===== src/rtl/usb_tx.sv =====
// rtl/usb_tx.sv - USB low/full-speed transmitter: SYNC, bit-stuffed NRZI data, EOP
// Ports:
//   reset  : asynchronous active-high reset
//   clk    : system clock
//   clk_en : bit-rate strobe, one clk per bit time
//   data   : byte from the SIE, loaded at each load point
//   valid  : SIE has a byte / packet-start request
//   ready  : one-clk pulse after data was loaded
//   txd    : line state (J, K, SE0)
//   oe     : transceiver drive enable
//   active : high from the first SYNC bit through the EOP J bit
package types;
  typedef enum logic [1:0] {SE0 = 2'b00, K = 2'b01, J = 2'b10, SE1 = 2'b11} d_port_t;
endpackage

module usb_tx
  import types::*;
#(
  parameter int EOP_SE0_BITS = 2
) (
  input  logic       reset,
  input  logic       clk,
  input  logic       clk_en,
  input  logic [7:0] data,
  input  logic       valid,
  output logic       ready,
  output d_port_t    txd,
  output logic       oe,
  output logic       active
);

  localparam int EOP_W = (EOP_SE0_BITS > 1) ? $clog2(EOP_SE0_BITS) : 1;
  localparam logic [EOP_W-1:0] EOP_LAST = EOP_W'(EOP_SE0_BITS - 1);

  typedef enum logic [2:0] {IDLE, SYNC, DATA, STUFF, EOP_SE0, EOP_J} state_t;

  state_t           state, state_d;
  logic [2:0]       idx, idx_d;       // position of the bit on the line within SYNC or the byte
  logic [2:0]       ones, ones_d;     // consecutive ones transmitted, including the current bit
  logic [7:0]       shreg, shreg_d;
  logic             more, more_d;     // a byte was accepted at the most recent load point
  logic [EOP_W-1:0] eop_cnt, eop_d;
  d_port_t          txd_d;
  logic             oe_d, active_d, ready_d;
  logic             send, bit_val;

  always_comb begin
    state_d  = state;
    idx_d    = idx;
    ones_d   = ones;
    shreg_d  = shreg;
    more_d   = more;
    eop_d    = eop_cnt;
    txd_d    = txd;
    oe_d     = oe;
    active_d = active;
    ready_d  = 1'b0;
    send     = 1'b0;
    bit_val  = 1'b0;

    if (clk_en) begin
      case (state)
        IDLE: begin
          txd_d    = J;
          oe_d     = 1'b0;
          active_d = 1'b0;
          ones_d   = 3'd0;
          idx_d    = 3'd0;
          if (valid) begin
            state_d  = SYNC;
            oe_d     = 1'b1;
            active_d = 1'b1;
            send     = 1'b1;
            bit_val  = 1'b0;
          end
        end
        SYNC, DATA, STUFF: begin
          if (state != STUFF && ones == 3'd6) begin
            // stuff bit: forced 0, the pending data bit is not consumed
            state_d = STUFF;
            send    = 1'b1;
            bit_val = 1'b0;
          end else if (idx != 3'd7) begin
            state_d = (state == SYNC) ? SYNC : DATA;
            idx_d   = idx + 3'd1;
            send    = 1'b1;
            bit_val = (state == SYNC) ? (idx == 3'd6) : shreg[idx + 3'd1];
            // Load point: this edge drives the last bit of the unit. The old
            // shreg[7] is already captured in bit_val, so the register is free.
            if (idx == 3'd6) begin
              more_d = valid;
              if (valid) begin
                shreg_d = data;
                ready_d = 1'b1;
              end
            end
          end else if (more) begin
            state_d = DATA;
            idx_d   = 3'd0;
            send    = 1'b1;
            bit_val = shreg[0];
          end else begin
            state_d = EOP_SE0;
            txd_d   = SE0;
            eop_d   = '0;
          end
        end
        EOP_SE0: begin
          txd_d = SE0;
          if (eop_cnt == EOP_LAST) begin
            state_d = EOP_J;
            txd_d   = J;
          end else begin
            eop_d = eop_cnt + EOP_W'(1);
          end
        end
        EOP_J: begin
          state_d  = IDLE;
          txd_d    = J;
          oe_d     = 1'b0;
          active_d = 1'b0;
        end
        default: begin
          state_d = IDLE;
        end
      endcase

      // NRZI: a 0 toggles the line and breaks the run of ones, a 1 holds it
      if (send) begin
        if (!bit_val) begin
          txd_d  = (txd == J) ? K : J;
          ones_d = 3'd0;
        end else begin
          ones_d = ones + 3'd1;
        end
      end
    end
  end

  always_ff @(posedge clk or posedge reset) begin
    if (reset) begin
      state   <= IDLE;
      idx     <= 3'd0;
      ones    <= 3'd0;
      shreg   <= 8'd0;
      more    <= 1'b0;
      eop_cnt <= '0;
      txd     <= J;
      oe      <= 1'b0;
      active  <= 1'b0;
      ready   <= 1'b0;
    end else begin
      state   <= state_d;
      idx     <= idx_d;
      ones    <= ones_d;
      shreg   <= shreg_d;
      more    <= more_d;
      eop_cnt <= eop_d;
      txd     <= txd_d;
      oe      <= oe_d;
      active  <= active_d;
      ready   <= ready_d;
    end
  end

endmodule

===== config.mk =====
export PLATFORM = sky130hd
export DESIGN_NAME = usb_tx
export DESIGN_NICKNAME = d
export VERILOG_FILES = /design/src/rtl/usb_tx.sv
export SDC_FILE = /design/constraint.sdc
export NUM_CORES = 1
export LEC_CHECK = 0
export ABC_AREA = 1
export CAP_MARGIN = 20
export CELL_PAD_IN_SITES_DETAIL_PLACEMENT = 0
export CELL_PAD_IN_SITES_GLOBAL_PLACEMENT = 2
export CORE_ASPECT_RATIO = 0.5
export CORE_MARGIN = 3
export CORE_UTILIZATION = 28
export DETAILED_ROUTE_END_ITERATION = 10
export PLACE_DENSITY_LB_ADDON = 0.1
export SKIP_LAST_GASP = 1
export SYNTH_ARGS = -nofsm -noshare
export SYNTH_HDL_FRONTEND = slang
export SYNTH_SLANG_ARGS = --single-unit

===== constraint.sdc =====
create_clock -name clk -period 1.5 [get_ports clk]
set_input_delay 0.3 -clock clk [delete_from_list [all_inputs] [get_ports clk]]
set_output_delay 0.3 -clock clk [all_outputs]
set_load 0.05 [all_outputs]

==> impl_metrics.env <==
export IMPL_worstPathArrival_ns=1.81
export IMPL_critPathSlowestCell="dfrtp_2"
export IMPL_cts_root_buf="clkbuf_8"
export IMPL_synth_area_um2=1360
export IMPL_core_region_area_um2=4530
export IMPL_drt_wl_total_um=3400
export IMPL_hold_path_class="primary input to asynchronous set/reset pin"
export IMPL_numCtsBuffers=3
export IMPL_cts_path_max_buffers=2
export IMPL_yosys_top_cells_area="dfrtp_1, nand2_1, inv_1"
export IMPL_dpl_worst_slack_ns=-0.183
export IMPL_drc=0
export IMPL_yosysSeqAreaShare_pct=42.3
export IMPL_hpwlAfterDp_um=2520
export IMPL_cp_required_ns=1.71
export IMPL_p_per_area_nw_per_um2=1660
export IMPL_setup_worst_path_class="register to register"
export IMPL_violations="negative setup slack"
export IMPL_critPathMaxFanout=3
export IMPL_finalPower_mw=3.44
export IMPL_slowest_delay_ns=0.46
export IMPL_syn_inst=179
export IMPL_ys_ff_latch=23
export IMPL_max_freq_mhz=627
export IMPL_ir_drop_mv=0.520
export IMPL_status="finished, violations left"
export IMPL_syn_avg_cell_area_um2=7.61
export IMPL_gp_congestion=0.734
export IMPL_cts_tree="yes"
export IMPL_ys_types=26
export IMPL_grt_start_max_net_pins=24
export IMPL_vias_per_cell=4.33
export IMPL_finalWorstSetupSlack_ns=-0.0954
export IMPL_yosysTopAreaCellShare_pct=40.4
export IMPL_cpMostUsedCell="nand2_1"
export IMPL_die_h_um=55.3
export IMPL_cp_cell_sequence="ha_4 -> ha_4 -> inv_2 -> nand3_2 -> nand3_2 -> nand2_2 -> nand2_2 -> nand2_2 -> nand2_1 -> nand2_1 -> nand2_1 -> nand2_1"
export IMPL_worst_setup_path_start_kind="register"
export IMPL_fin_nets=243
export IMPL_final_cells=290
export IMPL_grt_antenna_before_repair=0
export IMPL_grt_pass1_vias=1182
export IMPL_cts_hold_buf=0
export IMPL_n_antenna_cell=0
export IMPL_die_x_um=105
export IMPL_grt_total_usage_pct=11.8
export IMPL_fp_dieArea_um2=5790
export IMPL_wl_per_cell_um=11.7
export IMPL_layout_drive_gt1_share_pct=40.2
export IMPL_dp_cells=281
export IMPL_finalCritPeriodShare_pct=106
export IMPL_clk_latency_ns=0.27
export IMPL_ioPinCount=17
export IMPL_hold_viol=0
export IMPL_yosys_warnings=0
export IMPL_slew_headroom_pct=79.6
export IMPL_vias=1257
export IMPL_p_leak_nw=0.966
export IMPL_drv_slew=0
export IMPL_n_fill_cell=462
export IMPL_area_growth_pct=52.0
export IMPL_period_minus_slack_ns=1.60
export IMPL_drt_pass1_iter_count=4
export IMPL_setup_violations_final=5
export IMPL_synth_fp_nets=197
export IMPL_crit_family="simple AND/OR/NAND/NOR gates"
export IMPL_cts_htree_levels=1
export IMPL_synth_top_cell_by_area="dfrtp_1"
export IMPL_skew_ns=0.00604
export IMPL_critPathBufInv=1
export IMPL_overflow=0
export IMPL_initial_core_util_pct=30.1
export IMPL_rsz0062_at_grt="true"
export IMPL_final_antenna_net_count=0
export IMPL_port_buffers=16
export IMPL_final_core_util_pct=45.7
export IMPL_end_kind="register"
export IMPL_num_rows=17
export IMPL_clk_pin_slew_ns=0.09
export IMPL_grt_pass1_wl_um=5490
export IMPL_drt_initial_drc_count=32
export IMPL_maxCapViolCount=0
export IMPL_cts_sinks=23
export IMPL_worstMarginPinSlew_ns=0.306
kinds of logic (layout without fill, tap and decap cells):
logic type	after synthesis	count (layout)	synth area share, %
simple gates	85	85	28.7
fa+ha+maj	6	6	5.51
compound gates	30	30	12.7
xor+xnor	1	1	0.643
flops	23	23	42.3
buf+inv	34	79	10.2
power breakdown:
part           switching (mW)  leakage [nW]  internal (mW)
Sequential              0.176         0.263          0.786
Combinational            1.14         0.681          0.934
Clock                   0.214        0.0217          0.188
what timing repair did:
item | in CTS | in global routing
endpoints found under the hold margin | 0 | 0
endpoints found under the setup margin | 16 | 19
resized for setup | 20 | 15
gates cloned | 0 | 2
setup buffers | 3 | 0
pin swaps | 11 | 7
cell type report:
cell class | instances | area, um2 | area share (%)
Inverter | 32 | 128 | 6.16
Sequential cell | 23 | 579 | 28.0
Clock inverter | 1 | 7.51 | 0.363
Tap cell | 66 | 82.6 | 3.99
Clock buffer | 3 | 41.3 | 1.99
Multi-Input combinational cell | 122 | 821 | 39.6
Timing Repair inverter | 2 | 10.0 | 0.483
Timing Repair Buffer | 41 | 402 | 19.4
per-stage QoR:
step | TNS, ns | hold slack (ns) | instance area, um2
after floorplan | -0.00292 | 0.301 | 1420
after global placement | -1.73 | 0.472 | 1860
after detailed placement | -1.90 | 0.484 | 1860
after CTS | -0.315 | 0.374 | 2000
after global routing | -0.925 | 0.417 | 2070
final | -0.258 | 0.367 | 2070
path summary, 6_finish.rpt:
kind                            slack (ns)     from  cells past startpoint       end
max in group asynchronous             0.85    reset                      3    txd[1]
min in group clk                      0.50  eop_cnt                      2   eop_cnt
worst min-delay path                  0.37    reset                      3  shreg[0]
worst max register to register        -0.1   idx[1]                     12    txd[0]
worst max-delay path                  -0.1   idx[1]                     12    txd[0]
worst min register to register        0.50  eop_cnt                      2   eop_cnt
routing by layer:
| metal | track usage, % | part of all wire, % |
|---|---|---|
| met1 | 16.4 | 51 |
| met2 | 18.3 | 44 |
| met3 | 3.27 | 3.9 |
| met4 | 2.80 | 0.82 |
| met5 | 0 | 0 |
cell usage after synthesis, drive strengths merged:
cell type,instances
inv,31
nand2,53
o31ai,1
a21boi,1
clkinv,1
xor2,1
a21oi,5
a221oi,1
nor2,11
o21ai,21
nand3,19
ha,6
nor3,2
dfrtp,22
dfstp,1
o211ai,1
buf,2
sequential cells by signal (all words and copies together), names as in the netlist:
name,count
ones,3
state,3
more,1
txd,2
idx,3
eop_cnt,1
shreg,8
active,1
ready,1
tightest hold or removal path: stages:
cell	delay, ns
clkdlybuf4s50_1	0.39
inv_1	0.05
buf_4	0.29
placed cells by master (no fill, tap or decap), types with 2 or more instances in the layout:
master / synthesis / final
dfrtp_2: 0 / 2
inv_1: 24 / 20
inv_2: 7 / 9
nor2_1: 10 / 8
ha_4: 0 / 4
ha_1: 6 / 2
a21oi_1: 5 / 3
buf_4: 1 / 24
o21ai_0: 10 / 9
dfrtp_1: 22 / 20
buf_12: 0 / 5
clkdlybuf4s50_1: 0 / 11
clkbuf_8: 0 / 3
nand2_4: 1 / 3
nand2_2: 7 / 10
nand3_2: 1 / 8
o21ai_1: 8 / 7
nand2_1: 45 / 40
nor2_2: 1 / 2
a21oi_2: 0 / 2
nand3_4: 1 / 2
nand3_1: 17 / 9
o21ai_2: 3 / 4
clkinv_2: 0 / 2
Power figures use the tool's default switching activity.
